File: src/rtl/id_ex_stage_if.sv
// ID/EX boundary bundle: decoder outputs and control toward the stage, EX register contents back.
interface id_ex_stage_if #(
  parameter int DATA_W = 32,
  parameter int CNT_W  = 16
);
  logic              hold;
  logic              flush;
  logic              id_regDst, id_jump, id_branch, id_memRead;
  logic              id_memToReg, id_regWrite, id_ALUSrc, id_memWrite;
  logic [2:0]        id_ALUop;
  logic [4:0]        id_rs, id_rt, id_rd;
  logic [DATA_W-1:0] id_rdata1, id_rdata2, id_imm, id_pc4;

  logic              stall;
  logic              ex_valid;
  logic              ex_jump, ex_branch, ex_memRead, ex_memToReg;
  logic              ex_regWrite, ex_ALUSrc, ex_memWrite;
  logic [2:0]        ex_ALUop;
  logic [4:0]        ex_rs, ex_rt, ex_dst;
  logic [DATA_W-1:0] ex_rdata1, ex_rdata2, ex_imm, ex_pc4;
  logic [CNT_W-1:0]  bubble_cnt;

  modport master (
    output hold, flush,
    output id_regDst, id_jump, id_branch, id_memRead,
    output id_memToReg, id_regWrite, id_ALUSrc, id_memWrite,
    output id_ALUop, id_rs, id_rt, id_rd,
    output id_rdata1, id_rdata2, id_imm, id_pc4,
    input  stall, ex_valid,
    input  ex_jump, ex_branch, ex_memRead, ex_memToReg,
    input  ex_regWrite, ex_ALUSrc, ex_memWrite,
    input  ex_ALUop, ex_rs, ex_rt, ex_dst,
    input  ex_rdata1, ex_rdata2, ex_imm, ex_pc4,
    input  bubble_cnt
  );

  modport slave (
    input  hold, flush,
    input  id_regDst, id_jump, id_branch, id_memRead,
    input  id_memToReg, id_regWrite, id_ALUSrc, id_memWrite,
    input  id_ALUop, id_rs, id_rt, id_rd,
    input  id_rdata1, id_rdata2, id_imm, id_pc4,
    output stall, ex_valid,
    output ex_jump, ex_branch, ex_memRead, ex_memToReg,
    output ex_regWrite, ex_ALUSrc, ex_memWrite,
    output ex_ALUop, ex_rs, ex_rt, ex_dst,
    output ex_rdata1, ex_rdata2, ex_imm, ex_pc4,
    output bubble_cnt
  );
endinterface

File: src/rtl/id_ex_stage.sv
// ID/EX pipeline register with load-use hazard detection, bubble insertion and a saturating bubble counter.
module id_ex_stage #(
  parameter int DATA_W = 32,
  parameter int CNT_W  = 16
) (
  input  logic          clk,
  input  logic          rst_n,
  id_ex_stage_if.slave  bus
);

  // Unknown control bits collapse to 0 so EX never sees X control.
  function automatic logic ctl_bit(input logic b);
    return (b === 1'b1);
  endfunction

  function automatic logic [2:0] ctl_op(input logic [2:0] v);
    logic [2:0] r;
    for (int i = 0; i < 3; i++) r[i] = ctl_bit(v[i]);
    return r;
  endfunction

  function automatic logic [CNT_W-1:0] sat_inc(input logic [CNT_W-1:0] c);
    return (&c) ? c : c + {{(CNT_W-1){1'b0}}, 1'b1};
  endfunction

  logic       hazard;
  logic [4:0] dst;

  assign hazard = bus.ex_valid & bus.ex_memRead & (bus.ex_rt != 5'd0) &
                  ((bus.ex_rt == bus.id_rs) | (bus.ex_rt == bus.id_rt));
  assign bus.stall = hazard & ~bus.flush & ~bus.hold;
  assign dst = ctl_bit(bus.id_regDst) ? bus.id_rd : bus.id_rt;

  // ID -> EX register boundary
  always_ff @(posedge clk or negedge rst_n) begin
    if (!rst_n) begin
      bus.ex_valid    <= 1'b0;
      bus.ex_jump     <= 1'b0;
      bus.ex_branch   <= 1'b0;
      bus.ex_memRead  <= 1'b0;
      bus.ex_memToReg <= 1'b0;
      bus.ex_regWrite <= 1'b0;
      bus.ex_ALUSrc   <= 1'b0;
      bus.ex_memWrite <= 1'b0;
      bus.ex_ALUop    <= 3'd0;
      bus.ex_rs       <= 5'd0;
      bus.ex_rt       <= 5'd0;
      bus.ex_dst      <= 5'd0;
      bus.ex_rdata1   <= '0;
      bus.ex_rdata2   <= '0;
      bus.ex_imm      <= '0;
      bus.ex_pc4      <= '0;
      bus.bubble_cnt  <= '0;
    end else if (bus.hold) begin
      // Memory wait freezes the whole stage, including the counter.
    end else if (bus.flush || hazard) begin
      bus.ex_valid    <= 1'b0;
      bus.ex_jump     <= 1'b0;
      bus.ex_branch   <= 1'b0;
      bus.ex_memRead  <= 1'b0;
      bus.ex_memToReg <= 1'b0;
      bus.ex_regWrite <= 1'b0;
      bus.ex_ALUSrc   <= 1'b0;
      bus.ex_memWrite <= 1'b0;
      bus.ex_ALUop    <= 3'd0;
      if (!bus.flush) bus.bubble_cnt <= sat_inc(bus.bubble_cnt);
    end else begin
      bus.ex_valid    <= 1'b1;
      bus.ex_jump     <= ctl_bit(bus.id_jump);
      bus.ex_branch   <= ctl_bit(bus.id_branch);
      bus.ex_memRead  <= ctl_bit(bus.id_memRead);
      bus.ex_memToReg <= ctl_bit(bus.id_memToReg);
      bus.ex_regWrite <= ctl_bit(bus.id_regWrite);
      bus.ex_ALUSrc   <= ctl_bit(bus.id_ALUSrc);
      bus.ex_memWrite <= ctl_bit(bus.id_memWrite);
      bus.ex_ALUop    <= ctl_op(bus.id_ALUop);
      bus.ex_rs       <= bus.id_rs;
      bus.ex_rt       <= bus.id_rt;
      bus.ex_dst      <= dst;
      bus.ex_rdata1   <= bus.id_rdata1;
      bus.ex_rdata2   <= bus.id_rdata2;
      bus.ex_imm      <= bus.id_imm;
      bus.ex_pc4      <= bus.id_pc4;
    end
  end

endmodule

File: src/flat_wrapper.sv
// flat-port wrapper written by rule: the top's interface ports become plain ports
module id_ex_stage_flat 
#(
  parameter int DATA_W = 32,
  parameter int CNT_W  = 16
)
  (clk, rst_n, bus_hold, bus_flush, bus_id_regDst, bus_id_jump, bus_id_branch, bus_id_memRead, bus_id_memToReg, bus_id_regWrite, bus_id_ALUSrc, bus_id_memWrite, bus_id_ALUop, bus_id_rs, bus_id_rt, bus_id_rd, bus_id_rdata1, bus_id_rdata2, bus_id_imm, bus_id_pc4, bus_stall, bus_ex_valid, bus_ex_jump, bus_ex_branch, bus_ex_memRead, bus_ex_memToReg, bus_ex_regWrite, bus_ex_ALUSrc, bus_ex_memWrite, bus_ex_ALUop, bus_ex_rs, bus_ex_rt, bus_ex_dst, bus_ex_rdata1, bus_ex_rdata2, bus_ex_imm, bus_ex_pc4, bus_bubble_cnt);
  id_ex_stage_if #(.DATA_W(DATA_W), .CNT_W(CNT_W)) bus_i ();
  input  logic clk;
  input  logic rst_n;
  input wire logic [$bits(bus_i.hold)-1:0] bus_hold;
  input wire logic [$bits(bus_i.flush)-1:0] bus_flush;
  input wire logic [$bits(bus_i.id_regDst)-1:0] bus_id_regDst;
  input wire logic [$bits(bus_i.id_jump)-1:0] bus_id_jump;
  input wire logic [$bits(bus_i.id_branch)-1:0] bus_id_branch;
  input wire logic [$bits(bus_i.id_memRead)-1:0] bus_id_memRead;
  input wire logic [$bits(bus_i.id_memToReg)-1:0] bus_id_memToReg;
  input wire logic [$bits(bus_i.id_regWrite)-1:0] bus_id_regWrite;
  input wire logic [$bits(bus_i.id_ALUSrc)-1:0] bus_id_ALUSrc;
  input wire logic [$bits(bus_i.id_memWrite)-1:0] bus_id_memWrite;
  input wire logic [$bits(bus_i.id_ALUop)-1:0] bus_id_ALUop;
  input wire logic [$bits(bus_i.id_rs)-1:0] bus_id_rs;
  input wire logic [$bits(bus_i.id_rt)-1:0] bus_id_rt;
  input wire logic [$bits(bus_i.id_rd)-1:0] bus_id_rd;
  input wire logic [$bits(bus_i.id_rdata1)-1:0] bus_id_rdata1;
  input wire logic [$bits(bus_i.id_rdata2)-1:0] bus_id_rdata2;
  input wire logic [$bits(bus_i.id_imm)-1:0] bus_id_imm;
  input wire logic [$bits(bus_i.id_pc4)-1:0] bus_id_pc4;
  output wire logic [$bits(bus_i.stall)-1:0] bus_stall;
  output wire logic [$bits(bus_i.ex_valid)-1:0] bus_ex_valid;
  output wire logic [$bits(bus_i.ex_jump)-1:0] bus_ex_jump;
  output wire logic [$bits(bus_i.ex_branch)-1:0] bus_ex_branch;
  output wire logic [$bits(bus_i.ex_memRead)-1:0] bus_ex_memRead;
  output wire logic [$bits(bus_i.ex_memToReg)-1:0] bus_ex_memToReg;
  output wire logic [$bits(bus_i.ex_regWrite)-1:0] bus_ex_regWrite;
  output wire logic [$bits(bus_i.ex_ALUSrc)-1:0] bus_ex_ALUSrc;
  output wire logic [$bits(bus_i.ex_memWrite)-1:0] bus_ex_memWrite;
  output wire logic [$bits(bus_i.ex_ALUop)-1:0] bus_ex_ALUop;
  output wire logic [$bits(bus_i.ex_rs)-1:0] bus_ex_rs;
  output wire logic [$bits(bus_i.ex_rt)-1:0] bus_ex_rt;
  output wire logic [$bits(bus_i.ex_dst)-1:0] bus_ex_dst;
  output wire logic [$bits(bus_i.ex_rdata1)-1:0] bus_ex_rdata1;
  output wire logic [$bits(bus_i.ex_rdata2)-1:0] bus_ex_rdata2;
  output wire logic [$bits(bus_i.ex_imm)-1:0] bus_ex_imm;
  output wire logic [$bits(bus_i.ex_pc4)-1:0] bus_ex_pc4;
  output wire logic [$bits(bus_i.bubble_cnt)-1:0] bus_bubble_cnt;
  assign bus_i.hold = bus_hold;
  assign bus_i.flush = bus_flush;
  assign bus_i.id_regDst = bus_id_regDst;
  assign bus_i.id_jump = bus_id_jump;
  assign bus_i.id_branch = bus_id_branch;
  assign bus_i.id_memRead = bus_id_memRead;
  assign bus_i.id_memToReg = bus_id_memToReg;
  assign bus_i.id_regWrite = bus_id_regWrite;
  assign bus_i.id_ALUSrc = bus_id_ALUSrc;
  assign bus_i.id_memWrite = bus_id_memWrite;
  assign bus_i.id_ALUop = bus_id_ALUop;
  assign bus_i.id_rs = bus_id_rs;
  assign bus_i.id_rt = bus_id_rt;
  assign bus_i.id_rd = bus_id_rd;
  assign bus_i.id_rdata1 = bus_id_rdata1;
  assign bus_i.id_rdata2 = bus_id_rdata2;
  assign bus_i.id_imm = bus_id_imm;
  assign bus_i.id_pc4 = bus_id_pc4;
  assign bus_stall = bus_i.stall;
  assign bus_ex_valid = bus_i.ex_valid;
  assign bus_ex_jump = bus_i.ex_jump;
  assign bus_ex_branch = bus_i.ex_branch;
  assign bus_ex_memRead = bus_i.ex_memRead;
  assign bus_ex_memToReg = bus_i.ex_memToReg;
  assign bus_ex_regWrite = bus_i.ex_regWrite;
  assign bus_ex_ALUSrc = bus_i.ex_ALUSrc;
  assign bus_ex_memWrite = bus_i.ex_memWrite;
  assign bus_ex_ALUop = bus_i.ex_ALUop;
  assign bus_ex_rs = bus_i.ex_rs;
  assign bus_ex_rt = bus_i.ex_rt;
  assign bus_ex_dst = bus_i.ex_dst;
  assign bus_ex_rdata1 = bus_i.ex_rdata1;
  assign bus_ex_rdata2 = bus_i.ex_rdata2;
  assign bus_ex_imm = bus_i.ex_imm;
  assign bus_ex_pc4 = bus_i.ex_pc4;
  assign bus_bubble_cnt = bus_i.bubble_cnt;
  id_ex_stage #(.DATA_W(DATA_W), .CNT_W(CNT_W)) u_core (.clk(clk), .rst_n(rst_n), .bus(bus_i));
endmodule
File: config.mk
export PLATFORM = sky130hd
export DESIGN_NAME = id_ex_stage_flat
export DESIGN_NICKNAME = d
export VERILOG_FILES = /design/src/rtl/id_ex_stage_if.sv /design/src/rtl/id_ex_stage.sv /design/src/flat_wrapper.sv
export SDC_FILE = /design/constraint.sdc
export NUM_CORES = 1
export LEC_CHECK = 0
export BUFFER_PORTS_ARGS = -buffer_cell sky130_fd_sc_hd__buf_2
export CAP_MARGIN = 40
export CELL_PAD_IN_SITES_DETAIL_PLACEMENT = 0
export CELL_PAD_IN_SITES_GLOBAL_PLACEMENT = 1
export CORE_MARGIN = 2
export CORE_UTILIZATION = 37
export CTS_CLUSTER_DIAMETER = 30
export DETAILED_ROUTE_END_ITERATION = 8
export MAX_ROUTING_LAYER = met4
export PLACE_DENSITY_LB_ADDON = 0.1
export SKIP_CTS_REPAIR_TIMING = 1
export SLEW_MARGIN = 10
export SYNTH_ARGS = -nofsm -noshare
export SYNTH_HDL_FRONTEND = slang
export SYNTH_SLANG_ARGS = --single-unit
File: constraint.sdc
create_clock -name clk -period 3 [get_ports clk]
set_clock_uncertainty 0.15 [all_clocks]
set_input_delay 0.45 -clock clk [delete_from_list [all_inputs] [get_ports clk]]
set_output_delay 0.45 -clock clk [all_outputs]
set_load 0.03 [all_outputs]
==> impl_metrics.toml, run 1 <==
[critical_path]
cp_data_arrival_time_ps = 2110
criticalPathCategory = "flop to output pin"
setup_crit_end = "bus_stall"
reg2reg_slack_ps = 560
r2r_start = "u_core.bus.ex_rt[3]"
startpoint_type = "flop"
r2r.worst_path.cells = 6
critPathLaunch = "u_core.bus.ex_rt[3]"
critical_path.endpoint_type = "output pin"
timing.rr.end = "u_core.bus.ex_pc4[7]"
worstPathRequired_ps = 2400
timing.critical_path.fanout_max = 5

[global_routing]
initial_antenna_violation_count = 1
largest_net_degree_at_the_start_of_global_routing = 73
globalRouteTotalUtil_pct = 18.0
grt_pass1_vias = 4884
grt_first_pass_wirelength_um = 26600
total_grt_overflow = 0

[timing]
grt_setup_unrepaired = "false"
timing.final.setup_violations = 0
finalHoldViolCount = 0
timing.max_slew.rel_slack_pct = 54.4
max_slew.worst_pin.slew_ps = 684
totalNegativeSetupSlack_ps = 0
timing.final.crit_share_pct = 90.5
fmax_mhz = 368
maxSlewViolCount = 0
post-route-min-period_ps = 2710

[min_path]
worst_hold_path_type = "input port to flop"

[route]
detailedRoute.firstPassIterationCount = 4
top_signal_layer_used = "met4"
drt_drc_violations_left = 0
ant_nets = 0
wl_met3_um = 1250
drt-vias-per-instance = 4.68
drt_iter0_markers = 155
routed_wl_met2_um = 8860
route.vias.total = 4709
wirelength_um = 17700
routedWlPerCell_um = 17.6
wirelength_met1_um = 7250

[synthesis]
synth_cells = 424
synth_top_area_share_pct = 60.5
synthesis.nets = 583
ys.warnings.count = 0
synth_area_per_cell_um2 = 16.6
post_synth_num_cell_types = 29
ys_top_cells_by_area = "sky130_fd_sc_hd__dfrtp_1, sky130_fd_sc_hd__mux2_4, sky130_fd_sc_hd__mux2_2"
post-synth-top-area-cell = "sky130_fd_sc_hd__dfrtp_1"
ys_seq_elements = 170
synth_area_um2 = 7030
ys_seq_area_share_pct = 60.5

[cells_and_area]
most_used_cells_in_the_layout_excluding_fill_and_tap_cells = "sky130_fd_sc_hd__buf_2, sky130_fd_sc_hd__dfrtp_1, sky130_fd_sc_hd__mux2_4"
layout.cells.most_common = "sky130_fd_sc_hd__buf_2"
area.growth.synth_to_final_pct = 36.0
final_area_um2 = 9560
final.fill_count = 1638
layout.cells.non_filler = 1007
final_layout_size_suffix_gt1_share_pct = 65.8
nets = 919
fin_util_pct = 51.1

[clock_tree]
cts_max_path_buffers = 2
cts.sinks = 170
cts_root_buf = "sky130_fd_sc_hd__clkbuf_16"
cts_tree = "done"
worstSkewPairLatency_ps = 420
cts_max_level = 4
cts.clk_slew.worst_paths_ps = 70
tritoncts.num_buffers = 17

[die]
floorplan.die.width_um = 142
dieHeight_um = 142
die-area_um2 = 20100
row_count = 50
floorplan.core_area_um2 = 18700
ios = 329
floorplan.initialDensity_pct = 37.6

[place]
total_placed_cells_including_tap_cells = 974
io_buffer_count = 328
globalplace.congestion = 0.775
place_area_um2 = 8950
dp_hpwl_um = 13200

[power]
leakage_nw = 5.07
power.density_nw_per_um2 = 703
vdd_drop_max_uv = 370

[outcome]
outcome = "completed"

[job]
max_cap_viol = 0
[layout make-up]
type | instances | area (um^2) | share of cell area (%)
Clock buffer | 21 | 460 | 4.82
Inverter | 2 | 7.51 | 0.0785
Sequential cell | 170 | 4250 | 44.5
Antenna cell | 1 | 2.50 | 0.0262
Multi-Input combinational cell | 233 | 2620 | 27.4
Timing Repair Buffer | 336 | 1790 | 18.7
Clock inverter | 10 | 140 | 1.47
Tap cell | 234 | 293 | 3.06
[metrics by stage]
stage	power [mW]	setup slack (ps)	hold slack, ps
global placement	4.51	454	314
global route	7.01	114	72.3
CTS	6.83	253	-91.1
floorplan	3.93	494	4.41
finish	6.72	286	95.4
detailed placement	4.53	409	316
[layer usage]
layer  track usage, %  vias to the layer above
li1                 -                     2163
met1             21.1                     2307
met2             29.2                      209
met3             5.43                       30
met4             7.42                        0
met5                -                        -
[cell usage after synthesis, drive strengths merged]
master   count
a2111oi      1
a22o        10
a22oi        1
and2         1
and3         6
buf         17
clkbuf       2
dfrtp      170
ha           1
inv          2
mux2       140
mux2i        5
nand2       12
nand2b       1
nand3        5
nand4        6
nand4b       1
nor2         8
nor3         3
o211ai       1
o21ai        6
or4          1
xnor2       13
xor2        11
[flip-flops by register name, summed over array words and instances (netlist names)]
register / count
u_core.bus.ex_rt: 5
u_core.bus.ex_memToReg: 1
u_core.bus.ex_memWrite: 1
u_core.bus.ex_rdata1: 32
u_core.bus.ex_memRead: 1
u_core.bus.ex_rs: 5
u_core.bus.ex_rdata2: 32
u_core.bus.ex_dst: 5
u_core.bus.ex_jump: 1
u_core.bus.ex_branch: 1
u_core.bus.bubble_cnt: 16
u_core.bus.ex_valid: 1
u_core.bus.ex_ALUSrc: 1
u_core.bus.ex_regWrite: 1
u_core.bus.ex_imm: 32
u_core.bus.ex_ALUop: 3
u_core.bus.ex_pc4: 32
[critical path: stages (launching register included)]
cell                      delay, ps
sky130_fd_sc_hd__dfrtp_1        440
sky130_fd_sc_hd__xor2_1         160
sky130_fd_sc_hd__nor3_1         210
sky130_fd_sc_hd__a22oi_1        230
sky130_fd_sc_hd__nor3_1         360
sky130_fd_sc_hd__buf_2          280
[kinds of logic (layout without fill, tap and decap cells)]
kind of cell | Yosys count | after routing | share of synthesized area [%]
flip-flops | 170 | 170 | 60.5
multiplexers | 145 | 145 | 28.4
AND/OR/NAND/NOR | 44 | 44 | 3.15
XOR/XNOR | 24 | 24 | 2.99
buffers and inverters | 21 | 369 | 2.38
AO/OA/AOI/OAI | 19 | 19 | 2.40
adder cells (fa/ha/maj) | 1 | 1 | 0.178
other | 0 | 1 | 0
[power breakdown]
group / total [mW] / switching (mW) / internal, mW
Clock: 2.25 / 0.897 / 1.35
Sequential: 2.77 / 0.172 / 2.60
Combinational: 1.70 / 1.02 / 0.679
Total: 6.72 / 2.09 / 4.63
[worst min path at each step]
stage                                    start                  endpoint  cells after the start
final                           bus_id_memRead     u_core.bus.ex_memRead                      2
after global routing            bus_id_imm[13]     u_core.bus.ex_imm[13]                      2
after CTS                                rst_n      u_core.bus.ex_imm[3]                      1
after detailed placement  u_core.bus.ex_dst[3]      u_core.bus.ex_dst[3]                      2
after global placement    u_core.bus.ex_dst[0]      u_core.bus.ex_dst[0]                      2
after floorplan                          rst_n  u_core.bus.bubble_cnt[0]                      0
No activity file was read; power rests on OpenSTA's default activity.
==> run 2: changes to the inputs <==
==> constraint.sdc (replaced) <==
create_clock -name clk -period 3 [get_ports clk]
set_clock_uncertainty 0.15 [all_clocks]
set_input_delay 0.3 -clock clk [delete_from_list [all_inputs] [get_ports clk]]
set_output_delay 0.3 -clock clk [all_outputs]
set_load 0.03 [all_outputs]
==> run 2 against run 1 <==
Combinational power is 9% higher. Critical path type is now input port to output pin. Clock-buffer cell count is 2 lower. Via count is 12% higher. Sequential share of layout area is 5.7 points lower. Register-to-register slack worse by 70 ps. Non-clock buffer count is 143 higher. Routed wire length is 8.5% higher. Clock power hardly changed. Sequential power hardly changed. First-iteration DRC count is 12% lower. Highest routed layer unchanged. Critical path depth is 2 higher.
==> impl_metrics.toml, run 2 (same netlist as run 1, synthesis figures left out) <==
[global_routing]
global_route.usage.met2_pct = 28.9
largest_net_degree_at_the_start_of_global_routing = 97
grt_first_pass_wirelength_um = 26700
grt_pass1_vias = 4909
total_grt_overflow = 0
initial_antenna_violation_count = 0
globalRouteTotalUtil_pct = 17.9
global_route.peak_usage_layer = "met2"
grt.met1_usage_pct = 20.7
use_met3_pct = 5.43

[cells_and_area]
final_layout_size_suffix_gt1_share_pct = 55.6
final_area_um2 = 11000
area.growth.synth_to_final_pct = 56.0
most_used_cells_in_the_layout_excluding_fill_and_tap_cells = "sky130_fd_sc_hd__buf_2, sky130_fd_sc_hd__dfrtp_1, sky130_fd_sc_hd__dlygate4sd3_1"
nets = 1062
layout.cells.most_common = "sky130_fd_sc_hd__buf_2"
insertedDiodeCount = 0

[place]
globalplace.congestion = 0.748
place_area_um2 = 8920
io_buffer_count = 328
dp_hpwl_um = 13100
placement.setup.worst_slack_ps = 508

[die]
die-area_um2 = 20100
ios = 329
dieHeight_um = 142
floorplan.core_area_um2 = 18700
floorplan.die.width_um = 142
floorplan.initialDensity_pct = 37.6
row_count = 50

[route]
drt-vias-per-instance = 4.58
drt_drc_violations_left = 0
wirelength_um = 19200
drt_iter0_markers = 136
ant_nets = 0
detailedRoute.firstPassIterationCount = 4
routedWlPerCell_um = 16.7
route.vias.total = 5267

[clock_tree]
cts_root_buf = "sky130_fd_sc_hd__clkbuf_16"
tritoncts.num_buffers = 17
cts.clk_slew.worst_paths_ps = 70
cts.sinks = 170
cts_max_level = 4
cts_tree = "done"
cts_max_path_buffers = 2
worstSkewPairLatency_ps = 420

[timing]
timing.final.setup_violations = 0
fmax_mhz = 375
fin_ws_ps = 332
finalHoldViolCount = 0
grt_setup_unrepaired = "false"
final.hold.worst_slack_ps = 23.2
timing.max_slew.rel_slack_pct = 57.3
max_slew.worst_pin.slew_ps = 640
totalNegativeSetupSlack_ps = 0
maxSlewViolCount = 0
timing.final.crit_share_pct = 88.9
post-route-min-period_ps = 2670

[critical_path]
r2r_start = "u_core.bus.ex_rt[0]"
critical_path.endpoint_type = "output pin"
startpoint_type = "input port"
cp_data_arrival_time_ps = 2220
r2r.worst_path.cells = 6
reg2reg_slack_ps = 490
criticalPathCategory = "input port to output pin"
worstPathRequired_ps = 2550
timing.critical_path.fanout_max = 4
timing.rr.end = "u_core.bus.ex_pc4[13]"

[power]
power.density_nw_per_um2 = 627
vdd_drop_max_uv = 359
report.power.total_mw = 6.87
leakage_nw = 5.64

[min_path]
worst_hold_path_type = "input port to flop"
holdCritStartpoint = "bus_id_rd[2]"
worst_hold_path.endpoint = "u_core.bus.ex_dst[2]"
timing.hold.worst_path_depth = 3

[outcome]
outcome = "completed"

[job]
max_cap_viol = 0
[run 2: cell count changes in the layout (fill, tap and decap cells not counted), sizes merged]
cell,delta
dlygate4sd3,+144
diode,-1
bufinv,-1
clkinvlp,+1
inv,+3
clkbuf,-2
buf,-1
[run 2: worst max path at each step]
stage	to	startpoint	depth (start not counted)	slack (ps)
2_1_floorplan	u_core.bus.bubble_cnt[12]	u_core.bus.ex_rt[2]	6	490
3_3_place_gp	u_core.bus.ex_pc4[11]	u_core.bus.ex_rt[2]	6	570
3_5_place_dp	u_core.bus.ex_pc4[3]	bus_id_rt[0]	7	510
4_1_cts	bus_stall	u_core.bus.ex_rt[0]	4	380
5_1_grt	bus_stall	bus_id_rs[2]	7	220
6_report	bus_stall	bus_id_rs[2]	7	330
[run 2: cell type report]
type                       count  area [um^2]
clock buffer                  19          443
clock inverter                13          158
fill                        1511         7740
inverter                       2         7.51
multi-input combinational    233         2620
sequential                   170         4250
tap                          234          293
timing repair buffer         479         3190
[run 2: per-stage QoR]
step,cells,utilization (%)
floorplan,424,-
global placement,973,47.7
detailed placement,973,47.7
CTS,1005,50.9
global route,1150,58.6
finish,1150,58.6
[run 2: where the power goes]
group | switching (mW) | internal, mW
Sequential | 0.179 | 2.60
Combinational | 1.06 | 0.797
Clock | 0.968 | 1.27
Total | 2.21 | 4.67
[run 2: worst max-delay path, cell delays in order]
cell	delay, ps
sky130_fd_sc_hd__dlygate4sd3_1	550
sky130_fd_sc_hd__buf_2	140
sky130_fd_sc_hd__xor2_1	140
sky130_fd_sc_hd__nor3_1	210
sky130_fd_sc_hd__a22oi_1	240
sky130_fd_sc_hd__nor3_1	350
sky130_fd_sc_hd__buf_2	280
[run 2: metal layers]
metal | part of all wire [%] | vias to the layer above
met4 | 1.7 | 0
met3 | 5.5 | 25
met5 | 0 | -
li1 | - | 2448
met1 | 41 | 2584
met2 | 52 | 210
